<file path="config.mk">
export PLATFORM = sky130hd
export DESIGN_NAME = motor_mux_gen_flat
export DESIGN_NICKNAME = d
export VERILOG_FILES = /design/src/rtl/motor_mux_gen_pkg.sv /design/src/rtl/motor_mux_gen_if.sv /design/src/rtl/motor_mux_gen_throttle.sv /design/src/rtl/motor_mux_gen.sv /design/src/flat_wrapper.sv
export SDC_FILE = /design/constraint.sdc
export NUM_CORES = 2
export LEC_CHECK = 0
export ABC_AREA = 1
export CAP_MARGIN = 20
export CORE_AREA = 2 2 452 454
export CTS_CLUSTER_DIAMETER = 200
export CTS_CLUSTER_SIZE = 30
export DETAILED_ROUTE_END_ITERATION = 12
export DIE_AREA = 0 0 454 456
export PLACE_DENSITY_LB_ADDON = 0.15
export SETUP_SLACK_MARGIN = 0.05
export SLEW_MARGIN = 20
export SYNTH_ARGS = -nofsm -noshare
export SYNTH_HDL_FRONTEND = slang
export SYNTH_HIERARCHICAL = 1
export SYNTH_SLANG_ARGS = --single-unit
export TNS_END_PERCENT = 20
</file>
<file path="constraint.sdc">
create_clock -name clock_16mhz -period 7.93 [get_ports clock_16mhz]
set_input_delay 1.9825 -clock clock_16mhz [delete_from_list [all_inputs] [get_ports clock_16mhz]]
set_output_delay 1.9825 -clock clock_16mhz [all_outputs]
set_load 0.01 [all_outputs]
</file>
<file path="src/rtl/motor_mux_gen_pkg.sv">
// Shared types for the motor driver column/row sequencer.
package motor_mux_gen_pkg;

  typedef enum logic [2:0] {
    ST_IDLE,
    ST_FETCH,
    ST_GROUP_START,
    ST_DRIVE,
    ST_THROTTLE,
    ST_WRITEBACK,
    ST_NEXT_COL,
    ST_DONE
  } mmg_state_t;

  localparam int MMG_CNT_W = 16;

  typedef logic [MMG_CNT_W-1:0] cnt_vec_t;

endpackage

</file>
<file path="src/rtl/motor_mux_gen_if.sv">
// Register-file side of the sequencer: column fetch and count writeback handshakes.
interface motor_mux_gen_if #(
  parameter int MOTOR_ROWS = 16,
  parameter int MOTOR_COLS = 8,
  parameter int CNT_W      = 16
);
  localparam int COL_W = (MOTOR_COLS > 1) ? $clog2(MOTOR_COLS) : 1;

  logic                        fetch_req;
  logic [COL_W-1:0]            fetch_col;
  logic                        fetch_ack;
  logic [MOTOR_ROWS*CNT_W-1:0] fetch_steps;
  logic [MOTOR_ROWS*CNT_W-1:0] fetch_sleeps;
  logic [MOTOR_ROWS-1:0]       fetch_en;
  logic [MOTOR_ROWS-1:0]       fetch_dir;

  logic                        wb_req;
  logic [COL_W-1:0]            wb_col;
  logic [MOTOR_ROWS*CNT_W-1:0] wb_steps;
  logic [MOTOR_ROWS*CNT_W-1:0] wb_sleeps;
  logic                        wb_ack;

  modport master (
    output fetch_req, fetch_col, wb_req, wb_col, wb_steps, wb_sleeps,
    input  fetch_ack, fetch_steps, fetch_sleeps, fetch_en, fetch_dir, wb_ack
  );

  modport slave (
    input  fetch_req, fetch_col, wb_req, wb_col, wb_steps, wb_sleeps,
    output fetch_ack, fetch_steps, fetch_sleeps, fetch_en, fetch_dir, wb_ack
  );
endinterface

</file>
<file path="src/rtl/motor_mux_gen_throttle.sv">
// Saturating 1 MHz tick counter that sets the minimum period of one driver group.
module mmg_throttle #(
  parameter int STEP_LEN_W = 16
) (
  input  logic                  clock_16mhz,
  input  logic                  reset_n,
  input  logic                  clr,
  input  logic                  tick,
  input  logic [STEP_LEN_W-1:0] len,
  output logic                  done
);

  logic [STEP_LEN_W-1:0] cnt;

  function automatic logic [STEP_LEN_W-1:0] sat_inc(input logic [STEP_LEN_W-1:0] v);
    return (&v) ? v : v + STEP_LEN_W'(1);
  endfunction

  // A tick landing on the clear cycle already counts toward the period.
  always_ff @(posedge clock_16mhz or negedge reset_n) begin
    if (!reset_n)  cnt <= '0;
    else if (clr)  cnt <= STEP_LEN_W'(tick);
    else if (tick) cnt <= sat_inc(cnt);
  end

  assign done = (cnt >= len);

endmodule

</file>
<file path="src/rtl/motor_mux_gen.sv">
// Column/row sequencer: fetches a column, starts driver groups, throttles, writes counts back.
module motor_mux_gen
  import motor_mux_gen_pkg::*;
#(
  parameter int MOTOR_ROWS       = 16,
  parameter int MOTOR_COLS       = 8,
  parameter int GROUP_SIZE       = 4,
  parameter int CNT_W            = 16,
  parameter int STEP_LEN_W       = 16,
  parameter int SKIP_IDLE_GROUPS = 1
) (
  input  logic                  clock_16mhz,
  input  logic                  reset_n,
  input  logic                  tick_1mhz,
  input  logic                  go,
  input  logic                  abort,
  input  logic [STEP_LEN_W-1:0] step_len,
  output logic                  ready,
  motor_mux_gen_if.master       rf,
  output logic [MOTOR_ROWS-1:0] drv_start,
  output logic [MOTOR_ROWS-1:0] drv_dir,
  input  logic [MOTOR_ROWS-1:0] drv_ready,
  output logic [MOTOR_COLS-1:0] col_en,
  output logic                  col_finished,
  output logic                  move_done
);

  localparam int NUM_GROUPS = MOTOR_ROWS / GROUP_SIZE;
  localparam int GRP_W      = (NUM_GROUPS > 1) ? $clog2(NUM_GROUPS) : 1;
  localparam int COL_W      = (MOTOR_COLS > 1) ? $clog2(MOTOR_COLS) : 1;

  mmg_state_t                  state;
  logic [STEP_LEN_W-1:0]       step_len_q;
  logic [COL_W-1:0]            col;
  logic [GRP_W-1:0]            grp;
  logic                        any_left;
  logic                        abort_seen;
  logic                        drive_first;
  logic [MOTOR_ROWS*CNT_W-1:0] steps_q;
  logic [MOTOR_ROWS*CNT_W-1:0] sleeps_q;
  logic [MOTOR_ROWS-1:0]       en_q;
  logic [MOTOR_ROWS-1:0]       dir_q;
  logic [MOTOR_ROWS-1:0]       started;

  logic [MOTOR_ROWS-1:0]       active;
  logic [MOTOR_ROWS-1:0]       grp_mask;
  logic [MOTOR_ROWS-1:0]       grp_start;
  logic [MOTOR_ROWS*CNT_W-1:0] upd_steps;
  logic [MOTOR_ROWS*CNT_W-1:0] upd_sleeps;
  logic                        upd_left;
  logic                        grp_ready;
  logic                        last_grp;
  logic                        last_col;
  logic                        thr_done;

  // A started row consumes a step; an idle enabled row burns one sleep instead.
  always_comb begin
    active     = '0;
    upd_steps  = steps_q;
    upd_sleeps = sleeps_q;
    upd_left   = 1'b0;
    for (int r = 0; r < MOTOR_ROWS; r++) begin
      active[r] = en_q[r] && (steps_q[r*CNT_W +: CNT_W] != '0)
                          && (sleeps_q[r*CNT_W +: CNT_W] == '0);
      if (started[r] && (steps_q[r*CNT_W +: CNT_W] != '0))
        upd_steps[r*CNT_W +: CNT_W] = steps_q[r*CNT_W +: CNT_W] - CNT_W'(1);
      else if (en_q[r] && (sleeps_q[r*CNT_W +: CNT_W] != '0))
        upd_sleeps[r*CNT_W +: CNT_W] = sleeps_q[r*CNT_W +: CNT_W] - CNT_W'(1);
      upd_left = upd_left | (en_q[r] && (upd_steps[r*CNT_W +: CNT_W] != '0));
    end
  end

  assign grp_mask  = MOTOR_ROWS'({GROUP_SIZE{1'b1}}) << (grp * GROUP_SIZE);
  assign grp_start = active & grp_mask;
  assign grp_ready = &(drv_ready | ~grp_mask);
  assign last_grp  = (grp == GRP_W'(NUM_GROUPS - 1));
  assign last_col  = (col == COL_W'(MOTOR_COLS - 1));

  mmg_throttle #(.STEP_LEN_W(STEP_LEN_W)) u_throttle (
    .clock_16mhz (clock_16mhz),
    .reset_n     (reset_n),
    .clr         (state == ST_GROUP_START),
    .tick        (tick_1mhz),
    .len         (step_len_q),
    .done        (thr_done)
  );

  always_ff @(posedge clock_16mhz or negedge reset_n) begin
    if (!reset_n) begin
      state       <= ST_IDLE;
      step_len_q  <= '0;
      col         <= '0;
      grp         <= '0;
      any_left    <= 1'b0;
      abort_seen  <= 1'b0;
      drive_first <= 1'b0;
      steps_q     <= '0;
      sleeps_q    <= '0;
      en_q        <= '0;
      dir_q       <= '0;
      started     <= '0;
    end else begin
      case (state)
        ST_IDLE: if (go) begin
          step_len_q <= step_len;
          col        <= '0;
          any_left   <= 1'b0;
          abort_seen <= 1'b0;
          state      <= ST_FETCH;
        end
        ST_FETCH: if (rf.fetch_ack) begin
          steps_q  <= rf.fetch_steps;
          sleeps_q <= rf.fetch_sleeps;
          en_q     <= rf.fetch_en;
          dir_q    <= rf.fetch_dir;
          started  <= '0;
          grp      <= '0;
          state    <= ST_GROUP_START;
        end
        ST_GROUP_START: begin
          started <= started | grp_start;
          if ((SKIP_IDLE_GROUPS != 0) && (grp_start == '0)) begin
            if (last_grp) state <= ST_WRITEBACK;
            else          grp   <= grp + GRP_W'(1);
          end else begin
            drive_first <= 1'b1;
            state       <= ST_DRIVE;
          end
        end
        // Drivers only drop ready the cycle after start, so the first DRIVE cycle is blind.
        ST_DRIVE: begin
          if (abort) abort_seen <= 1'b1;
          drive_first <= 1'b0;
          if (!drive_first && grp_ready) state <= ST_THROTTLE;
        end
        ST_THROTTLE: begin
          if (abort) abort_seen <= 1'b1;
          if (thr_done) begin
            if (last_grp || abort_seen || abort) begin
              state <= ST_WRITEBACK;
            end else begin
              grp   <= grp + GRP_W'(1);
              state <= ST_GROUP_START;
            end
          end
        end
        ST_WRITEBACK: if (rf.wb_ack) begin
          any_left <= any_left | upd_left;
          state    <= ST_NEXT_COL;
        end
        ST_NEXT_COL: begin
          if (abort_seen) begin
            state <= ST_DONE;
          end else if (last_col) begin
            if (any_left) begin
              col      <= '0;
              any_left <= 1'b0;
              state    <= ST_FETCH;
            end else begin
              state <= ST_DONE;
            end
          end else begin
            col   <= col + COL_W'(1);
            state <= ST_FETCH;
          end
        end
        ST_DONE: state <= ST_IDLE;
        default: state <= ST_IDLE;
      endcase
    end
  end

  assign ready        = (state == ST_IDLE);
  assign rf.fetch_req = (state == ST_FETCH);
  assign rf.fetch_col = (state == ST_FETCH) ? col : '0;
  assign rf.wb_req    = (state == ST_WRITEBACK);
  assign rf.wb_col    = (state == ST_WRITEBACK) ? col : '0;
  assign rf.wb_steps  = (state == ST_WRITEBACK) ? upd_steps : '0;
  assign rf.wb_sleeps = (state == ST_WRITEBACK) ? upd_sleeps : '0;
  assign drv_start    = (state == ST_GROUP_START) ? grp_start : '0;
  assign drv_dir      = dir_q;
  assign col_en       = ((state == ST_IDLE) || (state == ST_DONE)) ? '0 : (MOTOR_COLS'(1) << col);
  assign col_finished = (state == ST_NEXT_COL);
  assign move_done    = (state == ST_DONE);

endmodule

</file>
<file path="src/flat_wrapper.sv">
// flat-port wrapper written by rule: the top's interface ports become plain ports
module motor_mux_gen_flat import motor_mux_gen_pkg::*;
#(
  parameter int MOTOR_ROWS       = 16,
  parameter int MOTOR_COLS       = 8,
  parameter int GROUP_SIZE       = 4,
  parameter int CNT_W            = 16,
  parameter int STEP_LEN_W       = 16,
  parameter int SKIP_IDLE_GROUPS = 1
)
  (clock_16mhz, reset_n, tick_1mhz, go, abort, step_len, ready, drv_start, drv_dir, drv_ready, col_en, col_finished, move_done, rf_fetch_req, rf_fetch_col, rf_wb_req, rf_wb_col, rf_wb_steps, rf_wb_sleeps, rf_fetch_ack, rf_fetch_steps, rf_fetch_sleeps, rf_fetch_en, rf_fetch_dir, rf_wb_ack);
  motor_mux_gen_if #(.MOTOR_ROWS(MOTOR_ROWS), .MOTOR_COLS(MOTOR_COLS), .CNT_W(CNT_W)) rf_i ();
  input  logic clock_16mhz;
  input  logic reset_n;
  input  logic tick_1mhz;
  input  logic go;
  input  logic abort;
  input  logic [STEP_LEN_W-1:0] step_len;
  output logic ready;
  output logic [MOTOR_ROWS-1:0] drv_start;
  output logic [MOTOR_ROWS-1:0] drv_dir;
  input  logic [MOTOR_ROWS-1:0] drv_ready;
  output logic [MOTOR_COLS-1:0] col_en;
  output logic col_finished;
  output logic move_done;
  output wire logic [$bits(rf_i.fetch_req)-1:0] rf_fetch_req;
  output wire logic [$bits(rf_i.fetch_col)-1:0] rf_fetch_col;
  output wire logic [$bits(rf_i.wb_req)-1:0] rf_wb_req;
  output wire logic [$bits(rf_i.wb_col)-1:0] rf_wb_col;
  output wire logic [$bits(rf_i.wb_steps)-1:0] rf_wb_steps;
  output wire logic [$bits(rf_i.wb_sleeps)-1:0] rf_wb_sleeps;
  input wire logic [$bits(rf_i.fetch_ack)-1:0] rf_fetch_ack;
  input wire logic [$bits(rf_i.fetch_steps)-1:0] rf_fetch_steps;
  input wire logic [$bits(rf_i.fetch_sleeps)-1:0] rf_fetch_sleeps;
  input wire logic [$bits(rf_i.fetch_en)-1:0] rf_fetch_en;
  input wire logic [$bits(rf_i.fetch_dir)-1:0] rf_fetch_dir;
  input wire logic [$bits(rf_i.wb_ack)-1:0] rf_wb_ack;
  assign rf_fetch_req = rf_i.fetch_req;
  assign rf_fetch_col = rf_i.fetch_col;
  assign rf_wb_req = rf_i.wb_req;
  assign rf_wb_col = rf_i.wb_col;
  assign rf_wb_steps = rf_i.wb_steps;
  assign rf_wb_sleeps = rf_i.wb_sleeps;
  assign rf_i.fetch_ack = rf_fetch_ack;
  assign rf_i.fetch_steps = rf_fetch_steps;
  assign rf_i.fetch_sleeps = rf_fetch_sleeps;
  assign rf_i.fetch_en = rf_fetch_en;
  assign rf_i.fetch_dir = rf_fetch_dir;
  assign rf_i.wb_ack = rf_wb_ack;
  motor_mux_gen #(.MOTOR_ROWS(MOTOR_ROWS), .MOTOR_COLS(MOTOR_COLS), .GROUP_SIZE(GROUP_SIZE), .CNT_W(CNT_W), .STEP_LEN_W(STEP_LEN_W), .SKIP_IDLE_GROUPS(SKIP_IDLE_GROUPS)) u_core (.clock_16mhz(clock_16mhz), .reset_n(reset_n), .tick_1mhz(tick_1mhz), .go(go), .abort(abort), .step_len(step_len), .ready(ready), .rf(rf_i), .drv_start(drv_start), .drv_dir(drv_dir), .drv_ready(drv_ready), .col_en(col_en), .col_finished(col_finished), .move_done(move_done));
endmodule
</file>
# [Word-level counts from Yosys, hierarchy flattened]
# Cells that the tools add are included.
[totals] in_bits=583 regBits=603 word_cells=357 out_inout_bits=563
[classes] n_addsub=35 n_eq_ne=24 n_lt_le_gt_ge=1 n_shift=2 n_bitwise=20 reduce_logical=171 n_mux=91
[ops] op="16-bit two-way mux" count=53
[ops] op="16-bit nonzero test" count=48
[ops] op="256-bit two-way mux" count=2
[ops] op="16-bit by 1-bit subtractor with 16-bit output, second input constant" count=32
[ops] op="16-bit logical NOT" count=17
[ops] op="1-bit logical AND" count=81
[ops] op="3-bit two-way mux" count=17
[ops] op="16-bit bitwise OR" count=2
[ops] op="16-bit one-hot mux with 2 select lines" count=1
[ops] op="16-bit AND reduction" count=2
[ops] op="3-bit one-hot mux with 8 select lines" count=1
[ops] op="16-bit by 1-bit adder with 16-bit output, second input constant" count=1
[ops] op="16-bit AND" count=1
[ops] op="16-bit >= comparator" count=1
[ops] op="16-bit NOT" count=1
[ops] op="1-bit bitwise OR" count=16
[ops] op="4-bit by 4-bit << shifter with 16-bit output, first input constant" count=1
[ops] op="3-bit equality test, second input constant" count=5
[ops] op="2-bit by 1-bit != test with 1-bit output, second input constant" count=7
[ops] op="2-bit != test, second input constant" count=6
[ops] op="6-bit AND reduction" count=2
[ops] op="2-bit two-way mux" count=5
[ops] op="2-bit AND reduction" count=5
[ops] op="2-bit nonzero test" count=5
[ops] op="21 further kinds" count=32

# [Logic depth before layout (Yosys ltp)]
[logic_depth] ltp_word=23 mapped_depth=23 ltp_nobuf=22

# [Cells and area by module]
# Netlist, hierarchy kept.
[by_module_without_submodules] module="motor_mux_gen" cells_per_inst=6513 seq_area_each_um2=14689.1 instances=1 area_each_um2=40680.3
[by_module_without_submodules] module="mmg_throttle" cells_per_inst=213 seq_area_each_um2=400.4 instances=1 area_each_um2=1542.7

# [Worst setup path after synthesis]
# Ideal clock, no wire load.
[synth_path] kind="register to output" start="register u_core.steps_q[224]" end="output rf_wb_sleeps[239]" setup_slack_ps=3485 path_stages_with_launch=17 arrival_time_ps=2463 t_required_ps=5948 n_path_buf=0 path_cell_list="dfrtp_1 -> inv_1 -> ha_1 -> nand2_2 -> nor2_4 -> nand2_4 -> nand2_8 -> inv_4 -> nor3_4 -> nand4_4 -> nor2_4 -> nand3_2 -> or2_4 -> nor2_4 -> nand2_1 -> xor2_1 -> nor2_1"
[synth_via] elab_chain_len=4
[synth_lines] item="from (decl)" line_no="motor_mux_gen.sv:39" rtl="logic [MOTOR_ROWS*CNT_W-1:0] steps_q;"
[synth_lines] item="from (signal assigned)" line_no="motor_mux_gen.sv:112" rtl="steps_q <= rf.fetch_steps;"
[synth_lines] item="16-bit nonzero test" line_no="motor_mux_gen.sv:65" rtl="if (started[r] && (steps_q[r*CNT_W +: CNT_W] != '0))"
[synth_lines] item="1-bit logical AND" line_no="motor_mux_gen.sv:65"
[synth_lines] item="16-bit two-way mux" line_no="motor_mux_gen.sv:65"
[synth_lines] item="256-bit two-way mux" line_no="motor_mux_gen.sv:179" rtl="assign rf.wb_sleeps = (state == ST_WRITEBACK) ? upd_sleeps : '0;"
[synth_lines] item="to (decl)" line_no="flat_wrapper.sv:31" rtl="output wire logic [$bits(rf_i.wb_sleeps)-1:0] rf_wb_sleeps;"
# No other way between the ends.

# [Worst setup path in the final report]
[layout_path] start="register u_core.steps_q[0]" end="output rf_wb_sleeps[8]"
# The elaborated chain is that of the path after synthesis.

==> results.md <==
* Most frequent CP cell: nand2_1
* Met2 Wirelength at 114,300 µm
* Synth unique cells at 53
* Initial DRC count at 3,995
* Dpl cell area at 56,630 µm²
* Post-synthesis xor/xnor area fraction at 3.837%
* Routed met3 length at 12,790 µm
* Final WS setup at 0.9027 ns
* Pwr Total at 18.30 mW
* Sequential share of power at 32.5%
* Largest net degree at the start of global routing at 183
* Worst R2R Start: u_core/steps_q[208]
* Clock power frac at 9.9%
* Hold_sp: u_core/drv_dir[15]
* Worst min path class: register to register
* Peak supply drop at 0.1935 mV
* Post-cts sizing count at 0
* Top sig layer: met5
* Die footprint at 207,000 µm²
* Critical Path Start: u_core/steps_q[0]
* Port buffer count at 1,145
* Post-Route WL at 244,800 µm
* Worst Hold End: u_core/drv_dir[15]
* R2R depth at 18
* Final hold violation count at 0
* Area leader, netlist: dfrtp_1
* Skew final at 0.02906 ns
* Remaining antenna violation count at 0
* Final-report setup violation count at 0
* Via/cell ratio at 4.567
* Startpoint types: register
* Dpl ws at 1.668 ns
* Reg2Reg Setup Slack at 3.96 ns
* Buffers inserted by post-CTS timing repair at 0
* #FFs+latches synth at 603
* Share of cells above drive strength 1 at 2.747%
* Die Ht at 456 µm
* Worst Path Arrival at 5.04 ns
* Crit path buffers/inverters at 5
* Adder-cell area share of the yosys netlist at 1.748%
* Starting Density at 20.93%
* Max Cap Viol at 0
* Leakage at 25.27 nW
* Final TNS setup at 0 ns
* Yosys Warn Count at 6
* CP max FO at 15
* Register area share after synthesis at 35.74%
* I/O pin cnt at 1,146
* Vias in the first global route at 45,870
* Most area-consuming cells after synthesis: dfrtp_1, nand2_1, nor2_1
* Area of the core at 201,700 µm²
* Wire length on met1 at 108,500 µm
* Final worst path period need at 7.027 ns
* Final Max Slew Viols at 0
* Critical path's top delay family: simple AND/OR/NAND/NOR gates
* Routability Congestion at 0.9366
* Simple-gate share of the synthesized area at 39.93%
* P_sw at 9.690 mW
* Clk_lat worst skew at 0.69 ns
* Site Rows at 165
* Worst slew pin tran at 1.249 ns
* WS Path Type: register to primary output
* Final Non-Filler Cells at 10,430
* EDFF count, synth at 0
* Power Density at 319.0 nW/µm²
* Combinational Power Share at 57.6%
* CTS tree: yes
* Final net count at 8,358
* DP HPWL at 198,600 µm
* Async set-reset flop share out of synthesis at 100.0%
* Root buf cell: clkbuf_16
* F_max at 142.3 MHz
* Largest family of logic cells by synthesized area: simple AND/OR/NAND/NOR gates
* Syn_nets at 7,368
* Synth Area in Compound Gates at 10.47%
* Outcome: completed
* Slowest cell on the critical path: nor3b_1
* Hold-fix buffers, CTS at 0
* Post-synthesis cell area at 42,220 µm²
* Internal at 8.615 mW
* Gr usage total at 22.73%
* Worst-case headroom to the max-slew limit at 16.73%
* Routed WL per cell at 23.48 µm
* Post-synth top area share at 35.74%
* Initial DRT Pass Iterations at 6
* Inst Count DP at 10,360
* Drt drc at 0
* Cts bufs inserted at 24
* Hold_ws at 0.4969 ns
* Area grow syn2layout at 35.92%
* Switching share of power at 52.94%
* H-tree levels at 1
* Fin area at 57,390 µm²
* Via count at 47,620
* RSZ-0062 raised after global routing: no
* R2R Path End: u_core/any_left
* Multiplexer share of the synthesized area at 0%
* Gate Count Post-Synth at 6,726
* CP Capture Type: primary output
* Fin util at 28.45%
* Main synth FF type: dfrtp_1
* Critical path, cell by cell: inv_1, ha_1, nand2_1, nor2_1, nand2_1, nand2_2, inv_2, nor2_2, inv_1, nor2_1, nand2_1, inv_1, nand2_1, o21ai_0, nor3b_1, clkdlybuf4s50_1
* Total congestion overflow at 0
* Hold path depth at 2
* Clock sinks at 603
* Chip width at 454 µm
* CP peak stage delay at 0.76 ns
* First-pass GRT wire length at 343,400 µm
* Syn_area_per_cell at 6.278 µm²
* Period utilization at 88.62%
* WP data required at 5.95 ns
* Worst-path clk slew at 0.14 ns
* Initial antenna violation count at 94
* Clk buf depth at 3
==> placed cells by master (no fill, tap or decap), drive strengths merged, types with 25 or more instances in the layout <==
cell           count
a21oi            237
buf               47
clkbuf            25
clkdlybuf4s50   1144
dfrtp            603
diode             39
ha                59
inv              691
nand2           2435
nand3            331
nand4            115
nor2            1082
nor3              98
o21ai            579
xor2             161
==> cells in the mapped netlist, drive strengths merged (14+ instances only) <==
cell	n
nand2	2435
nand4	115
nor4	15
buf	16
inv	689
dfrtp	603
xor2	161
nor3	98
xnor2	24
nand3b	14
nor2	1082
ha	59
nand3	331
clkbuf	211
a21oi	237
o21ai	579
==> power by group through the flow <==
stage / Sequential (mW) / Clock [mW] / Combinational [mW]
2_1_floorplan: 5.55 / 0 / 6.53
3_3_place_gp: 5.97 / 0 / 10.5
3_5_place_dp: 5.97 / 0 / 10.5
4_1_cts: 5.92 / 1.92 / 10.6
5_1_grt: 6.15 / 1.97 / 11.8
6_report: 5.95 / 1.81 / 10.5
==> state kept, by name, indices dropped and copies added, names as in the netlist <==
name	cells
u_core/sleeps_q	256
u_core/any_left	1
u_core/drv_dir	16
u_core/grp	2
u_core/state	3
u_core/drive_first	1
u_core/started	16
u_core/step_len_q	16
u_core/abort_seen	1
u_core/steps_q	256
u_core/col	3
u_core/u_throttle/cnt	16
u_core/en_q	16
==> worst max path at each step <==
stage                   endpoint  depth (start not counted)
2_1_floorplan  rf_wb_sleeps[239]                         16
3_3_place_gp     rf_wb_sleeps[8]                         16
3_5_place_dp     rf_wb_sleeps[8]                         16
4_1_cts          rf_wb_sleeps[8]                         16
5_1_grt          rf_wb_sleeps[8]                         16
6_report         rf_wb_sleeps[8]                         16
==> cells by family after synthesis <==
kind of cell / count (synthesis)
AO/OA/AOI/OAI: 855
buffers and inverters: 919
XOR/XNOR: 185
AND/OR/NAND/NOR: 4105
adder cells (fa/ha/maj): 59
flip-flops: 603
==> layout make-up <==
class,count,area [µm²]
timing repair buffer,1191,11920
antenna,39,97.59
fill,22570,144300
tap,2672,3343
clock buffer,25,625.6
sequential,603,15090
clock inverter,2,32.53
inverter,692,2618
multi-input combinational,5204,23660
==> metal layers <==
metal | vias up | track usage [%]
li1 | 23100 | -
met4 | 12 | 8.510
met2 | 1446 | 36.95
met5 | - | 0
met3 | 278 | 3.141
met1 | 22780 | 30.40
==> worst min-delay path, stage by stage, from the launching register on <==
cell and delay [ns]:
dfrtp_1 0.37, nand2_1 0.05, nand2_1 0.05
Note: power is estimated with default switching activity, not from simulation.
